<file path="src/rtl/visitor_pkg.sv">
// Shared types for the visitor direction counter: FSM states and BCD digit type.
package visitor_pkg;

    typedef enum logic [2:0] {
        IDLE,
        A1,
        AB_IN,
        B_LAST,
        B1,
        AB_OUT,
        A_LAST,
        WAIT_CLR
    } dir_state_t;

    typedef logic [3:0] bcd_digit_t;

    localparam bcd_digit_t BCD_MAX = 4'd9;

endpackage

</file>
<file path="src/rtl/half_adder.sv">
// Single-bit half adder cell used to build the ripple incrementer chain.
module half_adder (
    input  logic a,
    input  logic b,
    output logic sum,
    output logic carry
);

    assign sum   = a ^ b;
    assign carry = a & b;

endmodule

</file>
<file path="src/rtl/sensor_conditioner.sv">
// Two-flop synchroniser followed by a run-length debouncer for one beam sensor.
// The debounced level flips only after DB_CYCLES consecutive synchronised
// samples disagree with it, giving 2 + DB_CYCLES cycles from raw to level.
module sensor_conditioner
    import visitor_pkg::*;
#(
    parameter int DB_CYCLES = 4
) (
    input  logic clk,
    input  logic rst_n,
    input  logic raw,
    output logic level
);

    localparam int CW = (DB_CYCLES > 1) ? $clog2(DB_CYCLES) : 1;

    logic          sync1;
    logic          sync2;
    logic [CW-1:0] run_cnt;

    // Bring the asynchronous raw sensor into the clock domain.
    always_ff @(posedge clk or negedge rst_n) begin
        if (!rst_n) begin
            sync1 <= 1'b0;
            sync2 <= 1'b0;
        end else begin
            sync1 <= raw;
            sync2 <= sync1;
        end
    end

    // Count consecutive disagreeing samples; accept the new level on the last one.
    always_ff @(posedge clk or negedge rst_n) begin
        if (!rst_n) begin
            level   <= 1'b0;
            run_cnt <= '0;
        end else if (sync2 == level) begin
            run_cnt <= '0;
        end else if (run_cnt == CW'(DB_CYCLES - 1)) begin
            level   <= sync2;
            run_cnt <= '0;
        end else begin
            run_cnt <= run_cnt + 1'b1;
        end
    end

endmodule

</file>
<file path="src/rtl/visitor_dir_counter.sv">
// Bidirectional visitor counter: conditions two doorway sensors, decodes the
// crossing direction and maintains a saturating binary and BCD occupancy count.
module visitor_dir_counter
    import visitor_pkg::*;
#(
    parameter int MAX_COUNT = 99,
    parameter int CNT_W     = 7,
    parameter int DB_CYCLES = 4
) (
    input  logic             clk,
    input  logic             rst_n,
    input  logic             sens_a,
    input  logic             sens_b,
    output logic [CNT_W-1:0] count,
    output logic [3:0]       bcd_tens,
    output logic [3:0]       bcd_ones,
    output logic             entry_pulse,
    output logic             exit_pulse,
    output logic             full,
    output logic             empty,
    output logic             reject_pulse
);

    logic a_lvl;
    logic b_lvl;

    dir_state_t state;
    dir_state_t next_state;
    logic       commit_entry;
    logic       commit_exit;

    logic [CNT_W-1:0] operand;
    logic [CNT_W-1:0] chain_sum;
    logic [CNT_W-1:0] chain_carry;
    logic [CNT_W-1:0] next_bin;

    bcd_digit_t tens_q;
    bcd_digit_t ones_q;
    bcd_digit_t tens_next;
    bcd_digit_t ones_next;

    sensor_conditioner #(.DB_CYCLES(DB_CYCLES)) u_cond_a (
        .clk   (clk),
        .rst_n (rst_n),
        .raw   (sens_a),
        .level (a_lvl)
    );

    sensor_conditioner #(.DB_CYCLES(DB_CYCLES)) u_cond_b (
        .clk   (clk),
        .rst_n (rst_n),
        .raw   (sens_b),
        .level (b_lvl)
    );

    // Direction FSM state register.
    always_ff @(posedge clk or negedge rst_n) begin
        if (!rst_n) begin
            state <= IDLE;
        end else begin
            state <= next_state;
        end
    end

    // Next-state decode; a commit fires in the cycle the FSM heads back to IDLE.
    always_comb begin
        next_state   = state;
        commit_entry = 1'b0;
        commit_exit  = 1'b0;
        unique case (state)
            IDLE: begin
                if (a_lvl && !b_lvl)      next_state = A1;
                else if (!a_lvl && b_lvl) next_state = B1;
                else if (a_lvl && b_lvl)  next_state = WAIT_CLR;
            end
            A1: begin
                if (a_lvl && b_lvl)        next_state = AB_IN;
                else if (!a_lvl && !b_lvl) next_state = IDLE;
            end
            AB_IN: begin
                if (!a_lvl && b_lvl) begin
                    next_state = B_LAST;
                end else if (!a_lvl && !b_lvl) begin
                    next_state   = IDLE;
                    commit_entry = 1'b1;
                end
            end
            B_LAST: begin
                if (a_lvl) begin
                    next_state = AB_IN;
                end else if (!b_lvl) begin
                    next_state   = IDLE;
                    commit_entry = 1'b1;
                end
            end
            B1: begin
                if (a_lvl && b_lvl)        next_state = AB_OUT;
                else if (!a_lvl && !b_lvl) next_state = IDLE;
            end
            AB_OUT: begin
                if (a_lvl && !b_lvl) begin
                    next_state = A_LAST;
                end else if (!a_lvl && !b_lvl) begin
                    next_state  = IDLE;
                    commit_exit = 1'b1;
                end
            end
            A_LAST: begin
                if (b_lvl) begin
                    next_state = AB_OUT;
                end else if (!a_lvl) begin
                    next_state  = IDLE;
                    commit_exit = 1'b1;
                end
            end
            WAIT_CLR: begin
                if (!a_lvl && !b_lvl) next_state = IDLE;
            end
            default: next_state = IDLE;
        endcase
    end

    // Shared half-adder chain: x+1 directly, x-1 computed as ~(~x + 1).
    always_comb begin
        operand  = commit_exit ? ~count : count;
        next_bin = commit_exit ? ~chain_sum : chain_sum;
    end

    assign chain_carry[0] = 1'b1;

    for (genvar gi = 0; gi < CNT_W - 1; gi++) begin : g_inc_chain
        half_adder u_ha (
            .a     (operand[gi]),
            .b     (chain_carry[gi]),
            .sum   (chain_sum[gi]),
            .carry (chain_carry[gi+1])
        );
    end

    assign chain_sum[CNT_W-1] = operand[CNT_W-1] ^ chain_carry[CNT_W-1];

    // Parallel BCD step so the digits move on the same edge as the binary count.
    always_comb begin
        tens_next = tens_q;
        ones_next = ones_q;
        if (commit_exit) begin
            if (ones_q == 4'd0) begin
                ones_next = BCD_MAX;
                tens_next = tens_q - 4'd1;
            end else begin
                ones_next = ones_q - 4'd1;
            end
        end else begin
            if (ones_q == BCD_MAX) begin
                ones_next = 4'd0;
                tens_next = tens_q + 4'd1;
            end else begin
                ones_next = ones_q + 4'd1;
            end
        end
    end

    // Apply a committed crossing to the count, or flag it when saturated.
    always_ff @(posedge clk or negedge rst_n) begin
        if (!rst_n) begin
            count        <= '0;
            tens_q       <= '0;
            ones_q       <= '0;
            entry_pulse  <= 1'b0;
            exit_pulse   <= 1'b0;
            reject_pulse <= 1'b0;
        end else begin
            entry_pulse  <= 1'b0;
            exit_pulse   <= 1'b0;
            reject_pulse <= 1'b0;
            if (commit_entry) begin
                if (!full) begin
                    count       <= next_bin;
                    tens_q      <= tens_next;
                    ones_q      <= ones_next;
                    entry_pulse <= 1'b1;
                end else begin
                    reject_pulse <= 1'b1;
                end
            end else if (commit_exit) begin
                if (!empty) begin
                    count      <= next_bin;
                    tens_q     <= tens_next;
                    ones_q     <= ones_next;
                    exit_pulse <= 1'b1;
                end else begin
                    reject_pulse <= 1'b1;
                end
            end
        end
    end

    assign full     = (count == CNT_W'(MAX_COUNT));
    assign empty    = (count == '0);
    assign bcd_tens = tens_q;
    assign bcd_ones = ones_q;

endmodule

</file>
<file path="config.mk">
export PLATFORM = sky130hd
export DESIGN_NAME = visitor_dir_counter
export DESIGN_NICKNAME = d
export VERILOG_FILES = /design/src/rtl/visitor_pkg.sv /design/src/rtl/half_adder.sv /design/src/rtl/sensor_conditioner.sv /design/src/rtl/visitor_dir_counter.sv
export SDC_FILE = /design/constraint.sdc
export NUM_CORES = 1
export LEC_CHECK = 0
export CAP_MARGIN = 20
export CORE_MARGIN = 8
export CORE_UTILIZATION = 54
export CTS_CLUSTER_SIZE = 14
export DETAILED_ROUTE_END_ITERATION = 8
export GPL_TIMING_DRIVEN = 0
export PLACE_DENSITY = 0.78
export SYNTH_ARGS = -nofsm -noshare
export SYNTH_HDL_FRONTEND = slang
export SYNTH_SLANG_ARGS = --single-unit
export TNS_END_PERCENT = 30
</file>
<file path="constraint.sdc">
create_clock -name clk -period 3.3 [get_ports clk]
set_input_delay 0.66 -clock clk [delete_from_list [all_inputs] [get_ports clk]]
set_output_delay 0.66 -clock clk [all_outputs]
set_load 0.02 [all_outputs]
</file>
==> results of run 1 <==
==> through the flow <==
stage	power [uW]	instances	util, %	worst slack, ps	instance area [um2]
after floorplan	1541	190	-	729.4	1817
after global placement	1863	259	64.08	533.3	2105
after detailed placement	1935	260	64.91	466.7	2132
after CTS	2327	268	68.11	266.1	2237
after global routing	2500	268	68.11	94.79	2237
final	2315	268	68.11	241.6	2237
==> state kept, by name, indices dropped and copies added (netlist names), 2 cells and up <==
signal,count
bcd_ones,4
bcd_tens,4
count,7
state,3
u_cond_a.run_cnt,2
u_cond_b.run_cnt,2
==> final timing paths <==
check	from	endpoint
worst max-delay path	count[4]	empty
worst min-delay path	u_cond_a.sync1	u_cond_a.sync2
worst max register to register	u_cond_a.level	count[5]
worst min register to register	u_cond_a.sync1	u_cond_a.sync2
max in group asynchronous	rst_n	u_cond_b.sync1
min in group asynchronous	rst_n	reject_pulse
==> area by class of cell <==
type / instances / area share [%]
Clock inverter: 3 / 3.020
Timing Repair Buffer: 24 / 11.52
Multi-Input combinational cell: 138 / 42.45
Inverter: 10 / 1.678
Clock buffer: 5 / 1.678
Buffer: 11 / 2.405
Sequential cell: 31 / 34.68
Tap cell: 46 / 2.573
==> routing by layer <==
metal / GRT usage, % / vias to the layer above
li1: - / 723
met4: 7.982 / 0
met1: 18.06 / 711
met5: 0 / -
met2: 24.80 / 41
met3: 4.043 / 11
==> worst reg2reg max path, stage by stage, from the launching register on <==
cell      delay, ps
dfrtp_1         380
clkbuf_1        280
inv_1           150
ha_1            300
nand3_2         160
buf_2           300
xnor2_1         110
ha_1            200
ha_1            180
ha_1            180
ha_1            280
xnor2_1         140
o21ai_0          80
==> cell usage after synthesis, types with 2 or more instances <==
cell      number
a31oi_1        2
nand2_1       17
clkbuf_1       7
a21oi_1        6
o31ai_1        2
and2_1         2
o311ai_0       2
and3_1         3
buf_4          3
or3_1          3
xor2_1         5
nor2_1         9
nor3b_1        3
xnor2_1       15
nand2b_1       4
o21ai_0       15
o22ai_1        2
inv_1         10
nand3_1        4
a211oi_1       2
o21ai_1        2
nor3_1         7
ha_1          14
dfrtp_1       31
==> cells in the final DEF (no fill, tap or decap), types with 5 or more instances in the layout <==
| master | count |
|---|---|
| nand2_1 | 17 |
| clkbuf_4 | 5 |
| clkbuf_1 | 7 |
| xor2_1 | 5 |
| nor3_1 | 7 |
| ha_1 | 14 |
| nor2_1 | 9 |
| dfrtp_1 | 31 |
| inv_1 | 10 |
| a21oi_1 | 6 |
| xnor2_1 | 15 |
| clkdlybuf4s50_1 | 23 |
| o21ai_0 | 15 |
==> power by group <==
group          switching (uW)  internal [uW]  total [uW]
Clock                     145            236         380
Sequential                123            521         643
Combinational             717            574        1290
Total                     985           1330        2320
==> logic make-up after synthesis <==
group,Yosys count
simple gates,61
compound gates,42
flops,31
buf+inv,21
xor+xnor,20
fa+ha+maj,14
mux,1
==> impl_metrics.json, run 1 <==
{
  "dr.pass1.iters": 4,
  "period_needed_ps": 3058,
  "synth_nets": 208,
  "slowest_stage": "clkdlybuf4s50_1",
  "postCtsSetupRepairBufs": 0,
  "tns_ps": 0,
  "holdWs_ps": 354.9,
  "wl_um": 3830,
  "routabilityCongestion": 0.9057,
  "dr_wl_met2_um": 1855,
  "layout.nets": 239,
  "power_density_nw_per_um2": 1035,
  "synth.avg_cell_area_um2": 9.562,
  "coreArea_um2": 3284,
  "cp_num_cells": 4,
  "synthAdderAreaFrac_pct": 9.642,
  "dr_wl_met3_um": 204,
  "route.detailed.drc": 0,
  "r2r_cells": 12,
  "finalCritPeriodShare_pct": 92.68,
  "synth-seq-cells": 31,
  "cts_hold_buf": 0,
  "clock-root-buffer": "clkbuf_4",
  "start_util_pct": 55.31,
  "maxSlewViolCount": 0,
  "grt.overflow.total": 0,
  "grt_pass1_wl_um": 6437,
  "hp-class": "flip-flop to flip-flop",
  "final.fill_count": 271,
  "synth_top_family_by_area": "simple AND/OR/NAND/NOR gates",
  "rrSetupSlack_ps": 460,
  "port_buffers": 23,
  "synth_flop_cell": "dfrtp_1",
  "viasPerCell": 5.545,
  "hold_violations": 0,
  "multi_input_area_um2": 949.7,
  "ir_drop_v": 0.0005597,
  "num_vias": 1486,
  "dieWidth_um": 74,
  "whs_path_depth": 0,
  "cp.arrival_ps": 2400,
  "fmax_ghz": 0.3270,
  "synthSimpleGateAreaFrac_pct": 17.63,
  "area_growth_pct": 23.14,
  "p_leak_uw": 0.0009896,
  "synthXorXnorAreaFrac_pct": 9.642,
  "cts_buffer_depth": 2,
  "ys_types": 44,
  "synth_top_cell_by_area": "dfrtp_1",
  "fp.dieH_um": 74,
  "clock-sinks": 31,
  "synthTopCellsByArea": "dfrtp_1 (43%), ha_1 (9.6%), xnor2_1 (7.2%)",
  "worstSetupPathType": "flip-flop to primary output",
  "end_kind": "primary output",
  "diodes": 0,
  "synthMuxAreaShare_pct": 0.6198,
  "drv_cap": 0,
  "clock_latency_ps": 340,
  "setup_viol": 0,
  "top_layer_used": "met4",
  "drtIter0Drc": 97,
  "synthesis.instances": 190,
  "dieArea_um2": 5476,
  "clk_pin_slew_worst_paths_ps": 110,
  "antenna_found_initial": 0,
  "pin_count": 24,
  "cts_buffers": 5,
  "syn-cell-area_um2": 1817,
  "crit_fanout": 5,
  "critPathMaxStageDelay_ps": 620,
  "wl_per_cell_um": 14.29,
  "cts_repair_resize_count": 0,
  "num_rows": 21,
  "htreeDepth": 2,
  "synth_compound_area_share_pct": 14.74,
  "grt_max_degree": 18,
  "cp_top_family": "simple AND/OR/NAND/NOR gates",
  "fin_skew_ps": 12.23,
  "async_reset_ff_share_pct": 100.0,
  "slew_headroom_pct": 46.35,
  "status": "finished, final reports clean",
  "drive_gt1_share_pct": 8.108,
  "synth.yosys.warnings": 0,
  "grt_usage_pct": 15.28,
  "ff_latch_area_um2": 775.7,
  "synth_edf_count": 0,
  "post-dp-hpwl_um": 2858,
  "yosys.area.top_type_share_pct": 42.70,
  "worstSetupStartpointType": "flip-flop",
  "ys_seq_area_share_pct": 42.70,
  "worst_pin_slew_ps": 802.3,
  "first_global_vias": 1426,
  "cp.required_ps": 2640,
  "rsz0062_at_grt": "false",
  "cts_tree": "built",
  "wl_met1_um": 1674,
  "ant_nets": 0,
  "path_cells": "nor3_1 > nand3_1 > inv_1 > clkdlybuf4s50_1",
  "critPathBufInv": 2
}
Note: power is estimated with default switching activity, not from simulation.
==> run 2: changes to the inputs <==
- ABC_AREA: default -> 1
- CORE_UTILIZATION: 54 -> 55
- PLACE_DENSITY: 0.78 -> 0.79
==> run 2 against run 1 <==
Worst setup slack improved by 39 ps. Count of clock-buffer cells in the layout increased by 3. First-iteration DRC count decreased by 3.1%. Cell area increased by 5.5%. Sequential share of layout area decreased by 1.8 points. Largest power group unchanged. Combinational power increased by 5%. Wire length decreased by 0.99%. Synthesized cell count increased by 27%. Critical endpoint is now count[5].
==> impl_metrics.json, run 2 <==
{
  "holdWs_ps": 343.5,
  "largest_reg_flops": 7,
  "cts_buffers": 5,
  "dieWidth_um": 75.92,
  "synth.most_common_cell": "nand2_1",
  "grt.overflow.total": 0,
  "routabilityCongestion": 0.8386,
  "worstSetupPathType": "flip-flop to flip-flop",
  "dieArea_um2": 5763,
  "cts_hold_buf": 0,
  "fin_skew_ps": 7.766,
  "drive_gt1_share_pct": 10.26,
  "synthesis.instances": 241,
  "clk_pin_slew_worst_paths_ps": 90,
  "hold_violations": 0,
  "finalCritPeriodShare_pct": 91.51,
  "ir_drop_v": 0.0005528,
  "period_needed_ps": 3020,
  "status": "finished, final reports clean",
  "slowest_stage": "dfrtp_1",
  "cts_tree": "built",
  "worstHoldStart": "u_cond_a.sync1",
  "slew_headroom_pct": 59.56,
  "wl_um": 3792,
  "switching_share_pct": 46.29,
  "coreArea_um2": 3390,
  "dr.pass1.iters": 4,
  "cp_num_cells": 14,
  "rr_startpoint": "u_cond_b.level",
  "whs_endpoint": "u_cond_a.sync2",
  "maxSlewViolCount": 0,
  "clock-sinks": 31,
  "layout.nets": 290,
  "drtIter0Drc": 94,
  "worst_pin_slew_ps": 604.7,
  "layout_commonest_cell": "nand2_1",
  "power_density_nw_per_um2": 970.6,
  "synth-seq-cells": 31,
  "ys_seq_area_share_pct": 39.29,
  "tns_ps": 0,
  "synth_top_cell_by_area": "dfrtp_1",
  "route.detailed.drc": 0,
  "path_cells": "inv_1 > ha_2 > nand4_4 > nand2_4 > buf_6 > o21ai_0 > nand2_1 > inv_1 > ha_1 > ha_1 > ha_1 > ha_1 > xnor2_1 > a21oi_2",
  "area_growth_pct": 19.58,
  "p_leak_uw": 0.001154,
  "synth.yosys.warnings": 0,
  "rsz0062_at_grt": "false",
  "synth.avg_cell_area_um2": 8.193,
  "cp_top_family": "adder cells",
  "async_reset_ff_share_pct": 100.0,
  "htreeDepth": 2,
  "start_util_pct": 58.25,
  "num_vias": 1594,
  "post-dp-hpwl_um": 2889,
  "fmax_ghz": 0.3311,
  "grt_max_degree": 21,
  "critPathBufInv": 3,
  "port_buffers": 23,
  "first_global_vias": 1615,
  "fp.dieH_um": 75.92,
  "r2r_end": "count[5]",
  "synth_nets": 259,
  "rrSetupSlack_ps": 280,
  "postCtsSetupRepairBufs": 0,
  "r2r_cells": 14,
  "end_kind": "flip-flop",
  "pin_count": 24,
  "worstSetupStartpointType": "flip-flop",
  "cp_common_cell": "ha_1",
  "synth_flop_cell": "dfrtp_1",
  "regMostFlops": "count",
  "seq_power_share_pct": 29.7,
  "diodes": 0,
  "ant_nets": 0,
  "synthTopCellsByArea": "dfrtp_1 (39%), ha_1 (8.9%), nand2_1 (8.6%)",
  "cts_buffer_depth": 2,
  "hp-class": "flip-flop to flip-flop",
  "critPathMaxStageDelay_ps": 510,
  "wl_per_cell_um": 11.89,
  "viasPerCell": 4.997,
  "num_rows": 21,
  "syn-cell-area_um2": 1974,
  "setup_viol": 0,
  "synth_commonest_cells": "nand2_1 (45), nor2_1 (34), dfrtp_1 (31)",
  "grt_usage_pct": 14.38,
  "ys_types": 25,
  "whs_path_depth": 0,
  "cts_repair_resize_count": 0,
  "drv_cap": 0,
  "cp.arrival_ps": 3240,
  "yosys.area.top_type_share_pct": 39.29,
  "net-switching-power_uw": 1061,
  "crit_fanout": 10,
  "cp.required_ps": 3520,
  "pwr-share-comb_pct": 59.5,
  "clock-root-buffer": "clkbuf_4",
  "clockPowerShare_pct": 10.8,
  "clock_latency_ps": 330,
  "final_cell_mix": "nand2_1 (45), nor2_1 (34), dfrtp_1 (31), inv_1 (27), clkdlybuf4s50_1 (23)",
  "antenna_found_initial": 0,
  "internal-power_uw": 1231,
  "synth_edf_count": 0,
  "grt_pass1_wl_um": 7031
}
==> run 2: cell count changes after synthesis, moves of 4 or more <==
| cell | before | now |
|---|---|---|
| xnor2_1 | 15 | 9 |
| nand4_1 | 1 | 5 |
| nand2_1 | 17 | 45 |
| inv_1 | 10 | 27 |
| nand3_1 | 4 | 18 |
| clkbuf_1 | 7 | 0 |
| nand2b_1 | 4 | 0 |
| nor2_1 | 9 | 34 |
==> run 2: routing by layer <==
metal	wire [um]	up-vias	track usage (%)
li1	-	840	-
met1	1800	710	17.75
met2	1742	37	22.28
met3	158	7	4.127
met4	91	0	7.059
met5	0	-	0
==> run 2: worst reg2reg max path, delay by kind of cell, from the launching register on <==
kind / cells / cell delay [ps]
compound gates: 2 / 190
xor+xnor: 1 / 190
fa+ha+maj: 5 / 1150
buf+inv: 3 / 460
flops: 1 / 510
simple gates: 3 / 410
==> run 2: kinds of logic after synthesis <==
logic type | share of synthesized area [%]
xor+xnor | 7.542
simple gates | 28.07
compound gates | 8.238
flops | 39.29
buf+inv | 7.985
fa+ha+maj | 8.872
==> run 2: per-stage QoR <==
step / instance area [um2] / utilization [%] / setup slack [ps] / total power, uW / std cells
4_1_cts: 2359 / 69.58 / 155.4 / 2311 / 319
3_3_place_gp: 2262 / 66.74 / 249.6 / 2023 / 310
2_1_floorplan: 1974 / - / 546.2 / 1668 / 241
6_report: 2361 / 69.66 / 280.2 / 2292 / 319
3_5_place_dp: 2290 / 67.55 / 193.6 / 2048 / 311
5_1_grt: 2361 / 69.66 / 52.52 / 2534 / 319
==> run 2: how the worst max path moves through the flow <==
stage | slack (ps) | start | endpoint
finish | 280 | u_cond_b.level | count[5]
global route | 50 | u_cond_b.level | count[5]
CTS | 160 | u_cond_b.level | count[5]
detailed placement | 190 | u_cond_b.level | count[5]
global placement | 250 | u_cond_b.level | count[5]
floorplan | 550 | u_cond_a.level | count[5]
==> run 2: power groups by stage <==
stage	clock network (uW)	logic [uW]	registers, uW
global route	278	1550	704
floorplan	0	907	761
detailed placement	0	1360	686
finish	248	1360	680
CTS	259	1370	681
global placement	0	1340	682
==> run 2: cell type report <==
| type | count | area, um2 |
|---|---|---|
| Multi-Input combinational cell | 176 | 1044 |
| Tap cell | 46 | 57.56 |
| Clock buffer | 8 | 68.82 |
| Timing Repair Buffer | 24 | 257.7 |
| Buffer | 5 | 48.80 |
| Inverter | 29 | 108.9 |
| Fill cell | 274 | 1028 |
| Sequential cell | 31 | 775.7 |
==> run 3: changes to the inputs <==
- CTS_CLUSTER_DIAMETER: default -> 200
==> results of run 3 <==
Same layout as run 2: the final DEF is identical, and so are final timing and power.
